### config.mk
export PLATFORM = sky130hd
export DESIGN_NAME = if_stage
export DESIGN_NICKNAME = d
export VERILOG_FILES = /design/src/rtl/if_stage_pkg.sv /design/src/rtl/if_stage_fetch_fifo.sv /design/src/rtl/if_stage.sv
export SDC_FILE = /design/constraint.sdc
export NUM_CORES = 1
export LEC_CHECK = 0
export CORE_MARGIN = 2
export CORE_UTILIZATION = 47
export CTS_CLUSTER_SIZE = 25
export DETAILED_ROUTE_END_ITERATION = 8
export PLACE_DENSITY = 0.71
export REMOVE_ABC_BUFFERS = 1
export SYNTH_ARGS = -nofsm -noshare
export SYNTH_HDL_FRONTEND = slang
export SYNTH_HIERARCHICAL = 1
export SYNTH_SLANG_ARGS = --single-unit
export TNS_END_PERCENT = 50
### constraint.sdc
create_clock -name clk -period 16.65 [get_ports clk]
set_input_delay 3.33 -clock clk [delete_from_list [all_inputs] [get_ports clk]]
set_output_delay 3.33 -clock clk [all_outputs]
set_load 0.1 [all_outputs]
### src/rtl/if_stage_pkg.sv
// Shared widths, IF state encodings and the fetch-buffer payload for the fetch stage.
package if_stage_pkg;

  localparam int unsigned InstAddrW = 32;
  localparam int unsigned InstW     = 32;

  localparam logic [InstW-1:0] ZeroWord  = 32'h0;
  localparam logic             RstEnable = 1'b1;
  localparam logic             True      = 1'b1;
  localparam logic             False     = 1'b0;

  typedef enum logic [1:0] {
    IfIdle  = 2'd0,
    IfWait  = 2'd1,
    IfDrain = 2'd2
  } if_state_e;

  typedef struct packed {
    logic [InstAddrW-1:0] pc;
    logic [InstW-1:0]     inst;
  } fetch_entry_t;

  localparam int unsigned EntryW = $bits(fetch_entry_t);

endpackage

### src/rtl/if_stage_fetch_fifo.sv
// Small synchronous FIFO of {pc, inst} entries; flush dominates a same-cycle push.
module if_stage_fetch_fifo
  import if_stage_pkg::*;
#(
  parameter int unsigned DEPTH = 2
) (
  input  logic                           clk,
  input  logic                           rst,
  input  logic                           push_i,
  input  logic [EntryW-1:0]              data_i,
  input  logic                           pop_i,
  input  logic                           flush_i,
  output logic [EntryW-1:0]              head_o,
  output logic [$clog2(DEPTH+1)-1:0]     count_o,
  output logic                           empty_o,
  output logic                           full_o
);

  localparam int unsigned PtrW = (DEPTH > 1) ? $clog2(DEPTH) : 1;
  localparam int unsigned CntW = $clog2(DEPTH + 1);

  fetch_entry_t    mem_q [DEPTH];
  fetch_entry_t    mem_d [DEPTH];
  logic [PtrW-1:0] rd_ptr_q, rd_ptr_d;
  logic [PtrW-1:0] wr_ptr_q, wr_ptr_d;
  logic [CntW-1:0] count_q, count_d;
  logic            wr_en_c, rd_en_c;

  function automatic logic [PtrW-1:0] ptr_inc(input logic [PtrW-1:0] p);
    return (p == PtrW'(DEPTH - 1)) ? '0 : p + PtrW'(1);
  endfunction

  assign empty_o = (count_q == '0);
  assign full_o  = (count_q == CntW'(DEPTH));
  assign count_o = count_q;
  assign head_o  = mem_q[rd_ptr_q];

  always_comb begin
    mem_d    = mem_q;
    rd_ptr_d = rd_ptr_q;
    wr_ptr_d = wr_ptr_q;
    count_d  = count_q;
    rd_en_c  = pop_i && !empty_o;
    wr_en_c  = push_i && (!full_o || rd_en_c);
    if (flush_i) begin
      rd_ptr_d = '0;
      wr_ptr_d = '0;
      count_d  = '0;
    end else begin
      if (wr_en_c) begin
        mem_d[wr_ptr_q] = fetch_entry_t'(data_i);
        wr_ptr_d        = ptr_inc(wr_ptr_q);
      end
      if (rd_en_c) begin
        rd_ptr_d = ptr_inc(rd_ptr_q);
      end
      count_d = count_q + CntW'(wr_en_c) - CntW'(rd_en_c);
    end
  end

  always_ff @(posedge clk) begin
    if (rst == RstEnable) begin
      rd_ptr_q <= '0;
      wr_ptr_q <= '0;
      count_q  <= '0;
    end else begin
      rd_ptr_q <= rd_ptr_d;
      wr_ptr_q <= wr_ptr_d;
      count_q  <= count_d;
    end
  end

  // Storage carries no reset; validity is tracked by count_q alone.
  always_ff @(posedge clk) begin
    mem_q <= mem_d;
  end

endmodule

### src/rtl/if_stage.sv
// Instruction-fetch stage: one-in-flight memory fetch FSM, fetch buffer and the
// registered {pc+4, inst, ignore} slot presented to id.
module if_stage
  import if_stage_pkg::*;
#(
  parameter int unsigned FIFO_DEPTH = 2,
  parameter logic [31:0] RESET_PC   = 32'h0
) (
  input  logic        clk,
  input  logic        rst,
  input  logic        stall_i,
  input  logic        jump_i,
  input  logic [31:0] jump_addr_i,
  output logic        mem_req_o,
  output logic [31:0] mem_addr_o,
  input  logic        mem_ready_i,
  input  logic        mem_valid_i,
  input  logic [31:0] mem_data_i,
  output logic [31:0] pc_o,
  output logic [31:0] inst_o,
  output logic        ignore_o
);

  localparam int unsigned CntW = $clog2(FIFO_DEPTH + 1);

  if_state_e            state_q, state_d;
  logic [InstAddrW-1:0] fetch_pc_q, fetch_pc_d;
  logic [InstAddrW-1:0] req_pc_q, req_pc_d;
  logic [InstAddrW-1:0] pc_q, pc_d;
  logic [InstW-1:0]     inst_q, inst_d;
  logic                 ignore_q, ignore_d;

  logic                 redirect_c, req_c, push_c, pop_c;
  logic                 fifo_empty_c, fifo_full_c;
  logic [CntW-1:0]      count_c, occ_c;
  fetch_entry_t         head_c, push_entry_c;

  assign redirect_c = jump_i && !stall_i;
  // A pop in the response cycle frees a slot, which keeps back-to-back fetch going.
  assign occ_c      = count_c - CntW'(pop_c);

  assign push_entry_c.pc   = req_pc_q + 32'd4;
  assign push_entry_c.inst = mem_data_i;

  always_comb begin
    state_d    = state_q;
    fetch_pc_d = fetch_pc_q;
    req_pc_d   = req_pc_q;
    req_c      = 1'b0;
    push_c     = 1'b0;
    unique case (state_q)
      IfIdle: begin
        req_c = !fifo_full_c && !redirect_c;
        if (req_c && mem_ready_i) begin
          req_pc_d   = fetch_pc_q;
          fetch_pc_d = fetch_pc_q + 32'd4;
          state_d    = IfWait;
        end
      end
      IfWait: begin
        if (redirect_c) begin
          state_d = mem_valid_i ? IfIdle : IfDrain;
        end else if (mem_valid_i) begin
          push_c = 1'b1;
          req_c  = (occ_c < CntW'(FIFO_DEPTH - 1));
          if (req_c && mem_ready_i) begin
            req_pc_d   = fetch_pc_q;
            fetch_pc_d = fetch_pc_q + 32'd4;
          end else begin
            state_d = IfIdle;
          end
        end
      end
      IfDrain: begin
        if (mem_valid_i) begin
          state_d = IfIdle;
        end
      end
      default: state_d = IfIdle;
    endcase
    if (redirect_c) begin
      fetch_pc_d = jump_addr_i;
    end
  end

  always_comb begin
    pc_d     = pc_q;
    inst_d   = inst_q;
    ignore_d = ignore_q;
    pop_c    = 1'b0;
    if (!stall_i) begin
      if (redirect_c) begin
        inst_d   = ZeroWord;
        ignore_d = True;
      end else if (!fifo_empty_c) begin
        pop_c    = 1'b1;
        pc_d     = head_c.pc;
        inst_d   = head_c.inst;
        ignore_d = False;
      end else begin
        inst_d   = ZeroWord;
        ignore_d = True;
      end
    end
  end

  always_ff @(posedge clk) begin
    if (rst == RstEnable) begin
      state_q    <= IfIdle;
      fetch_pc_q <= RESET_PC;
      req_pc_q   <= ZeroWord;
      pc_q       <= ZeroWord;
      inst_q     <= ZeroWord;
      ignore_q   <= True;
    end else begin
      state_q    <= state_d;
      fetch_pc_q <= fetch_pc_d;
      req_pc_q   <= req_pc_d;
      pc_q       <= pc_d;
      inst_q     <= inst_d;
      ignore_q   <= ignore_d;
    end
  end

  if_stage_fetch_fifo #(
    .DEPTH (FIFO_DEPTH)
  ) u_fetch_fifo (
    .clk     (clk),
    .rst     (rst),
    .push_i  (push_c),
    .data_i  (push_entry_c),
    .pop_i   (pop_c),
    .flush_i (redirect_c),
    .head_o  (head_c),
    .count_o (count_c),
    .empty_o (fifo_empty_c),
    .full_o  (fifo_full_c)
  );

  assign mem_req_o  = req_c && (rst != RstEnable);
  assign mem_addr_o = fetch_pc_q;
  assign pc_o       = pc_q;
  assign inst_o     = inst_q;
  assign ignore_o   = ignore_q;

endmodule

=== Yosys cells after proc, flatten, opt, wreduce, memory -nomap -nowiden ===
Index checks and enable logic that the tools add are counted.

* Equality and inequality tests: 12
* Reduce and logical (&&, ||, !) cells: 23
* Add/subtract/negate cells: 7
* Bitwise operators: 6
* $lt $le $gt $ge: 4
* Mux-type cells: 38

{| class="wikitable"
|+ Operators with widths
! operator !! number
|-
| 32-bit 2-to-1 mux || 10
|-
| 64-bit 2-to-1 mux || 4
|-
| 128-bit bitwise mux || 1
|-
| 32-bit one-hot mux with 2 select lines || 2
|-
| 32-bit by 3-bit adder with 32-bit output (second input constant) || 2
|-
| 64-bit demux with 1-bit select || 1
|-
| 1-bit 2-to-1 mux || 12
|-
| 2-bit 2-to-1 mux || 6
|-
| 3-bit != test (second input constant) || 4
|-
| 2-bit != test (second input constant) || 5
|-
| 1-bit logical AND || 8
|-
| 4-bit AND reduction || 2
|-
| 2-bit one-hot mux with 3 select lines || 1
|-
| 5-bit AND reduction || 1
|-
| 2-bit == test (second input constant) || 2
|-
| 2-bit >= comparator (second input constant) || 2
|-
| 1-bit zero test || 4
|-
| 2-bit zero test || 2
|-
| 2-bit by 1-bit < comparator with 1-bit output (second input constant) || 2
|-
| 1-bit inverter || 4
|-
| 1-bit inverter with 2-bit output || 2
|-
| 2-bit by 1-bit subtractor with 2-bit output || 2
|-
| 3-bit AND reduction || 1
|-
| 3-bit nonzero test || 1
|-
| 8 further kinds || 9
|}

* Register bits after elaboration: 263
* Output and inout bits: 98

=== Longest topological paths before layout ===
Gate-level depths: netlist of run 1.

* Word-level depth: 11
* Depth in mapped cells: 13
* Depth with buffers taken out: 10

=== Modules after synthesis ===
The synthesis of run 1 kept the hierarchy.

{| class="wikitable"
|+ By module, submodules not included
! module !! instances !! area an instance (µm²) !! cells each
|-
| if_stage || 1 || 5825.6 || 725
|-
| if_stage_fetch_fifo || 1 || 4824.6 || 227
|}

=== Least setup slack after synthesis of run 1 ===
OpenSTA, ideal clock, no wires.

* Path type: input port to output port
* From: input stall_i
* To: output mem_req_o
* Slack: 5.108 ns
* Data required time: 13.320 ns
* Stages on the path: 11
* Data arrival time: 8.212 ns
* Path through: buf_2 or3_1 clkbuf_1 inv_1 buf_2 buf_1 ha_1 xnor2_1 a41oi_1 buf_2 nor4_1

* Longest elaborated chain between the ends: 10
* Elaborated cells between the ends (all ways): 12

{| class="wikitable"
|+ RTL lines
! item !! RTL line !! text
|-
| start: declaration || if_stage.sv:11 || <nowiki>input logic stall_i,</nowiki>
|-
| 1-bit zero test || - ||
|-
| 1-bit logical AND || if_stage.sv:38 || <nowiki>assign redirect_c = jump_i && !stall_i;</nowiki>
|-
| 1-bit 2-to-1 mux || if_stage.sv:92 || <nowiki>if (redirect_c) begin</nowiki>
|-
| 1-bit 2-to-1 mux (*) || if_stage.sv:91 || <nowiki>if (!stall_i) begin</nowiki>
|-
| named net pop_c || if_stage.sv:33 || <nowiki>logic redirect_c, req_c, push_c, pop_c;</nowiki>
|-
| 2-bit by 1-bit subtractor with 2-bit output (*) || if_stage.sv:40 || <nowiki>assign occ_c = count_c - CntW'(pop_c);</nowiki>
|-
| 2-bit by 1-bit < comparator with 1-bit output (*) || if_stage.sv:65 || <nowiki>req_c = (occ_c < CntW'(FIFO_DEPTH - 1));</nowiki>
|-
| 1-bit 2-to-1 mux (*) || if_stage.sv:63 || <nowiki>end else if (mem_valid_i) begin</nowiki>
|-
| 1-bit 2-to-1 mux (*) || if_stage.sv:61 || <nowiki>if (redirect_c) begin</nowiki>
|-
| 1-bit one-hot mux with 2 select lines (*) || if_stage.sv:51 || <nowiki>unique case (state_q)</nowiki>
|-
| 1-bit logical AND (*) || if_stage.sv:140 || <nowiki>assign mem_req_o = req_c && (rst != RstEnable);</nowiki>
|-
| end: declaration || if_stage.sv:14 || <nowiki>output logic mem_req_o,</nowiki>
|}

The timed path passes the listed nets; every way through them passes the cells marked *.

=== Worst setup path after layout of run 1 ===
* From: input stall_i
* To: output mem_req_o

* Longest elaborated chain between the ends: 10
* Elaborated cells between the ends (all ways): 12

{| class="wikitable"
|+ RTL lines
! item !! RTL line
|-
| 1-bit zero test || -
|-
| 1-bit logical AND || if_stage.sv:38
|-
| 1-bit 2-to-1 mux || if_stage.sv:92
|-
| 1-bit 2-to-1 mux || if_stage.sv:91
|-
| 2-bit by 1-bit subtractor with 2-bit output || if_stage.sv:40
|-
| 2-bit by 1-bit < comparator with 1-bit output || if_stage.sv:65
|-
| 1-bit 2-to-1 mux || if_stage.sv:63
|-
| 1-bit 2-to-1 mux || if_stage.sv:61
|-
| 1-bit one-hot mux with 2 select lines (*) || if_stage.sv:51
|-
| 1-bit logical AND (*) || if_stage.sv:140
|}

Every way passes the cells marked *; elsewhere a longest branch is shown, timed or not.

==> flow_summary.ini, run 1 <==
[run_status]
status = finished, final reports clean

[clock_tree]
cts-htree-levels = 1
cts_setup_buffers = 0
clock_tree.buffer_depth = 3
ctsResizeCount = 0
worstSkewPairLatency_ns = 0.53
cts_buffers = 28
cts.reportedPaths.clkPinSlew_ns = 0.06
cts_tree = yes
hold_buffers = 0
cts-root-buf = clkbuf_16
cts.sinks = 263

[logic_synthesis]
synth-edff-count = 128
synthTopCellsByArea = edfxtp_1 36%, dfxtp_1 25%, mux2_2 6.8%, nand2_1 5.7%, a21oi_1 3.3%
syn-cell-area_um2 = 10700
yosys_warnings = 6
synth.top_cell.area_share_pct = 36.1
async_reset_ff_share_pct = 0
yosys_most_used_dff = dfxtp_1
synth.distinct_cells = 52
yosysMostFrequentCell = nand2_1
synth_commonest_cells = 163 x nand2_1, 135 x dfxtp_1, 128 x edfxtp_1
yosysSeqAreaShare_pct = 61.5
synth_top_cell_by_area = edfxtp_1
synthesis.instances = 952
syn_avg_cell_area_um2 = 11.2
yosys_register_bits = 263

[floorplan]
die_area_um2 = 23900
core_um2 = 22400
die_h_um = 155
ioPinCount = 168
num_rows = 55
fp.dieW_um = 155
start_util_pct = 47.5

[worst_setup_path]
worst-path-max-fanout = 35
timing.rr.start = u_fetch_fifo/count_o[1]$_SDFF_PP0_
reg2reg_to = u_fetch_fifo/mem_q[37]$_DFFE_PP_
rr_worst_depth = 7
crit_type = in2out
reg2reg_slack_ns = 13.28
critPathRequiredTime_ns = 13.32
cp_data_arrival_time_ns = 6.58
cp-end-kind = primary output
setup.worst_path.start_class = input pin

[cells_and_area]
n_fill_cell = 1861
final_layout_size_suffix_gt1_share_pct = 11.7
diodes = 0
syn2layout_area_growth_pct = 26.6
fin_cells = 1406
nets = 1173
multi_input_area_um2 = 3850
seqCellArea_um2 = 6550

[global_routing]
grt_first_pass_wirelength_um = 39000
antenna_found_initial = 0
top_usage_layer = met2
use_met2_pct = 31.9
grt_remaining_overflow = 0
grt_util_met1_pct = 28.6
track_usage_pct = 20.3
grt_use_met3_pct = 3.70
grt_pass1_vias = 7485
grt_max_degree = 82

[place]
gp_congestion = 0.907
hpwl_um = 14800
dp_cells = 1354
port_buffers = 167

[power_and_ir_drop]
pwr-share-seq_pct = 48.5
p_int_mw = 1.12
p_sw_mw = 0.337
p_leak_nw = 4.56
p_sw_share_pct = 23.1
power.density_nw_per_um2 = 108
pwr-share-clk_pct = 43.5
combPwrFrac_pct = 8.1
peakVddDrop_v = 0.0000779

[timing]
min_period_ns = 9.91
rsz0062_at_grt = no
slew_viol_final = 0
slew_headroom_pct = 29.9
hold_viol = 0
finalSetupTns_ns = 0
worst_pin_slew_ns = 1.05
post-route-period-util_pct = 59.5
skew_ns = 0.0106
setup-violations-final = 0
max_freq_mhz = 101

[detailed_routing]
routed_wl_um = 24100
wl_per_cell_um = 17.2
dr.pass1.iters = 4
drc = 0
vias = 7695
drt.antenna.violating_nets = 0
drt-initial-drc-count = 546
via_per_inst = 5.47

[min_path]
min_path_type = reg2reg
worstHoldEndpoint = pc_o[0]$_SDFFE_PP0P_
min_path_cells = 2
min_from = pc_o[0]$_SDFFE_PP0P_

[flow_run]
drv_cap = 0
kinds of logic after synthesis:
family	share of synthesized area, %
simple gates	15.4
flops	61.5
compound gates	8.82
buf+inv	2.55
mux	7.05
xor+xnor	4.19
fa+ha+maj	0.470
flip-flops by register name, indices dropped and copies added (netlist names):
register / count
ignore_o: 1
inst_o: 32
mem_addr_o: 32
pc_o: 32
req_pc_q: 32
state_q: 2
u_fetch_fifo/count_o: 2
u_fetch_fifo/mem_q: 128
u_fetch_fifo/rd_ptr_q: 1
u_fetch_fifo/wr_ptr_q: 1
worst max path at each step:
stage,startpoint,end,slack [ns],cells after the start
floorplan,stall_i,mem_req_o,4.32,6
global placement,stall_i,mem_req_o,6.82,9
detailed placement,stall_i,mem_req_o,6.80,9
CTS,stall_i,mem_req_o,6.77,9
global route,stall_i,mem_req_o,6.47,9
finish,stall_i,mem_req_o,6.74,9
layer usage:
metal	vias up	share of wire, %
met2	248	45
met5	-	0
met4	0	2.5
met1	3672	46
li1	3731	-
met3	44	6.6
power by group through the flow:
stage,clock network [mW],registers (mW),logic [mW]
final,0.633,0.705,0.117
after global routing,0.673,0.706,0.125
after CTS,0.647,0.705,0.118
after detailed placement,0,0.718,0.117
after global placement,0,0.718,0.116
after floorplan,0,0.755,0.0301
cell type report:
type | instances | share of cell area, %
Clock inverter | 9 | 0.900
Timing Repair Buffer | 177 | 12.9
Sequential cell | 263 | 48.6
Multi-Input combinational cell | 621 | 28.6
Inverter | 8 | 0.223
Clock buffer | 43 | 6.22
Tap cell | 285 | 2.64
per-stage QoR:
step	power, mW	utilization (%)	cell area [um^2]	setup WS, ns	hold WS (ns)
floorplan	0.785	-	10400	4.32	0.425
global placement	0.834	55.8	12500	6.82	0.430
detailed placement	0.835	55.8	12500	6.80	0.444
CTS	1.47	60.1	13500	6.77	0.455
global route	1.50	60.1	13500	6.47	0.474
finish	1.46	60.1	13500	6.74	0.451
critical path, stage by stage:
cell             delay, ns
buf_2                 0.60
or3_1                 0.25
inv_2                 0.04
ha_1                  0.19
xnor2_1               0.27
a41oi_1               0.16
buf_4                 0.22
nor4_1                0.28
clkdlybuf4s50_1       1.22
layout by cell type, fill, tap and decap left out, drive strengths merged, types with 3 or more instances in the layout:
cell type,synthesis,final
o21ai,4,4
a21o,4,4
and3,10,10
ha,4,4
clkbuf,44,43
edfxtp,128,128
mux2,64,64
xnor2,30,30
nor3b,4,4
nor4,10,10
and2,5,5
a211oi,22,22
o311ai,5,5
clkinv,1,7
nand4,20,20
clkdlybuf4s50,0,165
inv,7,7
buf,16,12
xor2,21,21
or3,4,4
a21oi,70,70
bufinv,0,3
and4,9,9
mux2i,3,3
or4,4,4
nor2,74,74
nand3,29,29
nor3,9,9
a22oi,33,33
dfxtp,135,135
nand2b,5,5
nand2,163,163
Power figures use the tool's default switching activity.
==> run 2, diff against run 1 <==
PLACE_DENSITY = 0.74   (was 0.71)
clock period = 8.22 ns   (was 16.65 ns; I/O delays follow)
==> flow_summary.ini, run 2 (synthesis results as in run 1) <==
[run_status]
status = finished, final reports clean

[power_and_ir_drop]
pwr-share-seq_pct = 48.6
p_sw_share_pct = 23.3
p_leak_nw = 4.57
peakVddDrop_v = 0.000161
p_sw_mw = 0.686
p_int_mw = 2.25
combPwrFrac_pct = 8.2
pwr-share-clk_pct = 43.3
power.density_nw_per_um2 = 218

[detailed_routing]
wl_per_cell_um = 16.9
routed_wl_um = 23800
dr.pass1.iters = 5
drt.antenna.violating_nets = 0
via_per_inst = 5.41
vias = 7633
drc = 0
drt-initial-drc-count = 402

[timing]
post-route-period-util_pct = 76.2
rsz0062_at_grt = no
slew_headroom_pct = 29.4
max_freq_mhz = 160
timing.hold.ws_ns = 0.451
setup-violations-final = 0
hold_viol = 0
finalSetupTns_ns = 0
skew_ns = 0.0206
slew_viol_final = 0
worst_pin_slew_ns = 1.06
min_period_ns = 6.27

[floorplan]
num_rows = 55
start_util_pct = 47.5
fp.dieW_um = 155
die_h_um = 155
ioPinCount = 168
core_um2 = 22400
die_area_um2 = 23900

[cells_and_area]
mostFrequentLayoutCell = clkdlybuf4s50_1
fin_util_pct = 60.2
syn2layout_area_growth_pct = 26.9
multi_input_area_um2 = 3850
seqCellArea_um2 = 6550
layout_common_cells = 165 x clkdlybuf4s50_1, 163 x nand2_1, 134 x dfxtp_1
n_fill_cell = 1797
nets = 1175
regMostFlops = u_fetch_fifo/mem_q
final_layout_size_suffix_gt1_share_pct = 11.8
fin_area_um2 = 13500
largest_reg_flops = 128

[worst_setup_path]
path_cells = clkdlybuf4s50_1, buf_4, or3_1, buf_4, inv_2, ha_1, xnor2_1, a41oi_1, buf_4, nor4_1, buf_12
cp_num_buf_inv = 6
cp-end-kind = primary output
reg2reg_to = u_fetch_fifo/mem_q[56]$_DFFE_PP_
setup.worst_path.start_class = input pin
crit_top_cell = buf_4
rr_worst_depth = 8
crit_family = buffers and inverters
cp_data_arrival_time_ns = 4.62
worst-path-max-fanout = 36
reg2reg_slack_ns = 4.63
crit_path_max_incr_delay_ns = 0.46
slowest_stage = clkdlybuf4s50_1
timing.rr.start = u_fetch_fifo/count_o[1]$_SDFF_PP0_
crit_cells = 11
crit_type = in2out
critPathRequiredTime_ns = 6.58

[min_path]
min_path_type = reg2reg
min_from = pc_o[19]$_SDFFE_PP0P_
worstHoldEndpoint = pc_o[19]$_SDFFE_PP0P_
min_path_cells = 2

[global_routing]
grt_remaining_overflow = 0
antenna_found_initial = 0
grt_pass1_vias = 7371
track_usage_pct = 19.5
grt_max_degree = 72
grt_first_pass_wirelength_um = 37700

[place]
port_buffers = 167
hpwl_um = 14800
gp_congestion = 0.827
postPlaceCellArea_um2 = 12600

[clock_tree]
ctsResizeCount = 0
cts_tree = yes
hold_buffers = 0
cts.reportedPaths.clkPinSlew_ns = 0.06
cts_buffers = 28
worstSkewPairLatency_ns = 0.53
clock_tree.buffer_depth = 3
cts-htree-levels = 1
cts_setup_buffers = 0
cts.sinks = 263
cts-root-buf = clkbuf_16

[flow_run]
drv_cap = 0
run 2: cell types whose count changed in the layout (fill, tap and decap cells not counted), sizes merged:
| cell | delta |
|---|---|
| clkbuf | -6 |
| clkinv | +4 |
| buf | +2 |
| diode | +2 |
| clkinvlp | +1 |
| inv | +1 |
run 2: worst max path at each step:
stage	slack, ns	end	startpoint
after global routing	1.74	mem_req_o	stall_i
after detailed placement	1.97	mem_req_o	stall_i
after CTS	1.92	mem_req_o	stall_i
after floorplan	-1.50	u_fetch_fifo/mem_q[0]$_DFFE_PP_	stall_i
final	1.95	mem_req_o	stall_i
after global placement	1.99	mem_req_o	stall_i
run 2: layer usage:
layer  track usage (%)  up-vias  routed length (um)
met5                 0        -                   0
met4              6.13        0                 589
met3              3.50       49                1600
met2              31.7      258               11000
met1              26.7     3607               10600
li1                  -     3719                   -
run 2: power groups by stage:
stage	sequential, mW	combinational [mW]	clock [mW]
finish	1.43	0.240	1.27
global route	1.43	0.253	1.36
CTS	1.43	0.241	1.30
detailed placement	1.46	0.239	0
global placement	1.45	0.237	0
floorplan	1.53	0.0610	0
run 2: worst min-delay path, cell delays in order, from the launching register on:
cell	delay (ns)
dfxtp_1	0.31
nand2_1	0.05
a21oi_1	0.05
run 2: cell type report:
type,count,share of cell area (%)
diodes,2,0.0370
clock buffers,37,5.96
clock inverters,15,1.11
inverters,8,0.222
multi-input cells,621,28.5
flip-flops and latches,263,48.4
well taps,285,2.64
repair buffers,179,13.1
run 2: stage by stage:
| stage | power, mW | cells | worst slack [ns] |
|---|---|---|---|
| after floorplan | 1.59 | 892 | -1.50 |
| after global placement | 1.69 | 1356 | 1.99 |
| after detailed placement | 1.69 | 1356 | 1.97 |
| after CTS | 2.97 | 1408 | 1.92 |
| after global routing | 3.04 | 1408 | 1.74 |
| final | 2.94 | 1410 | 1.95 |
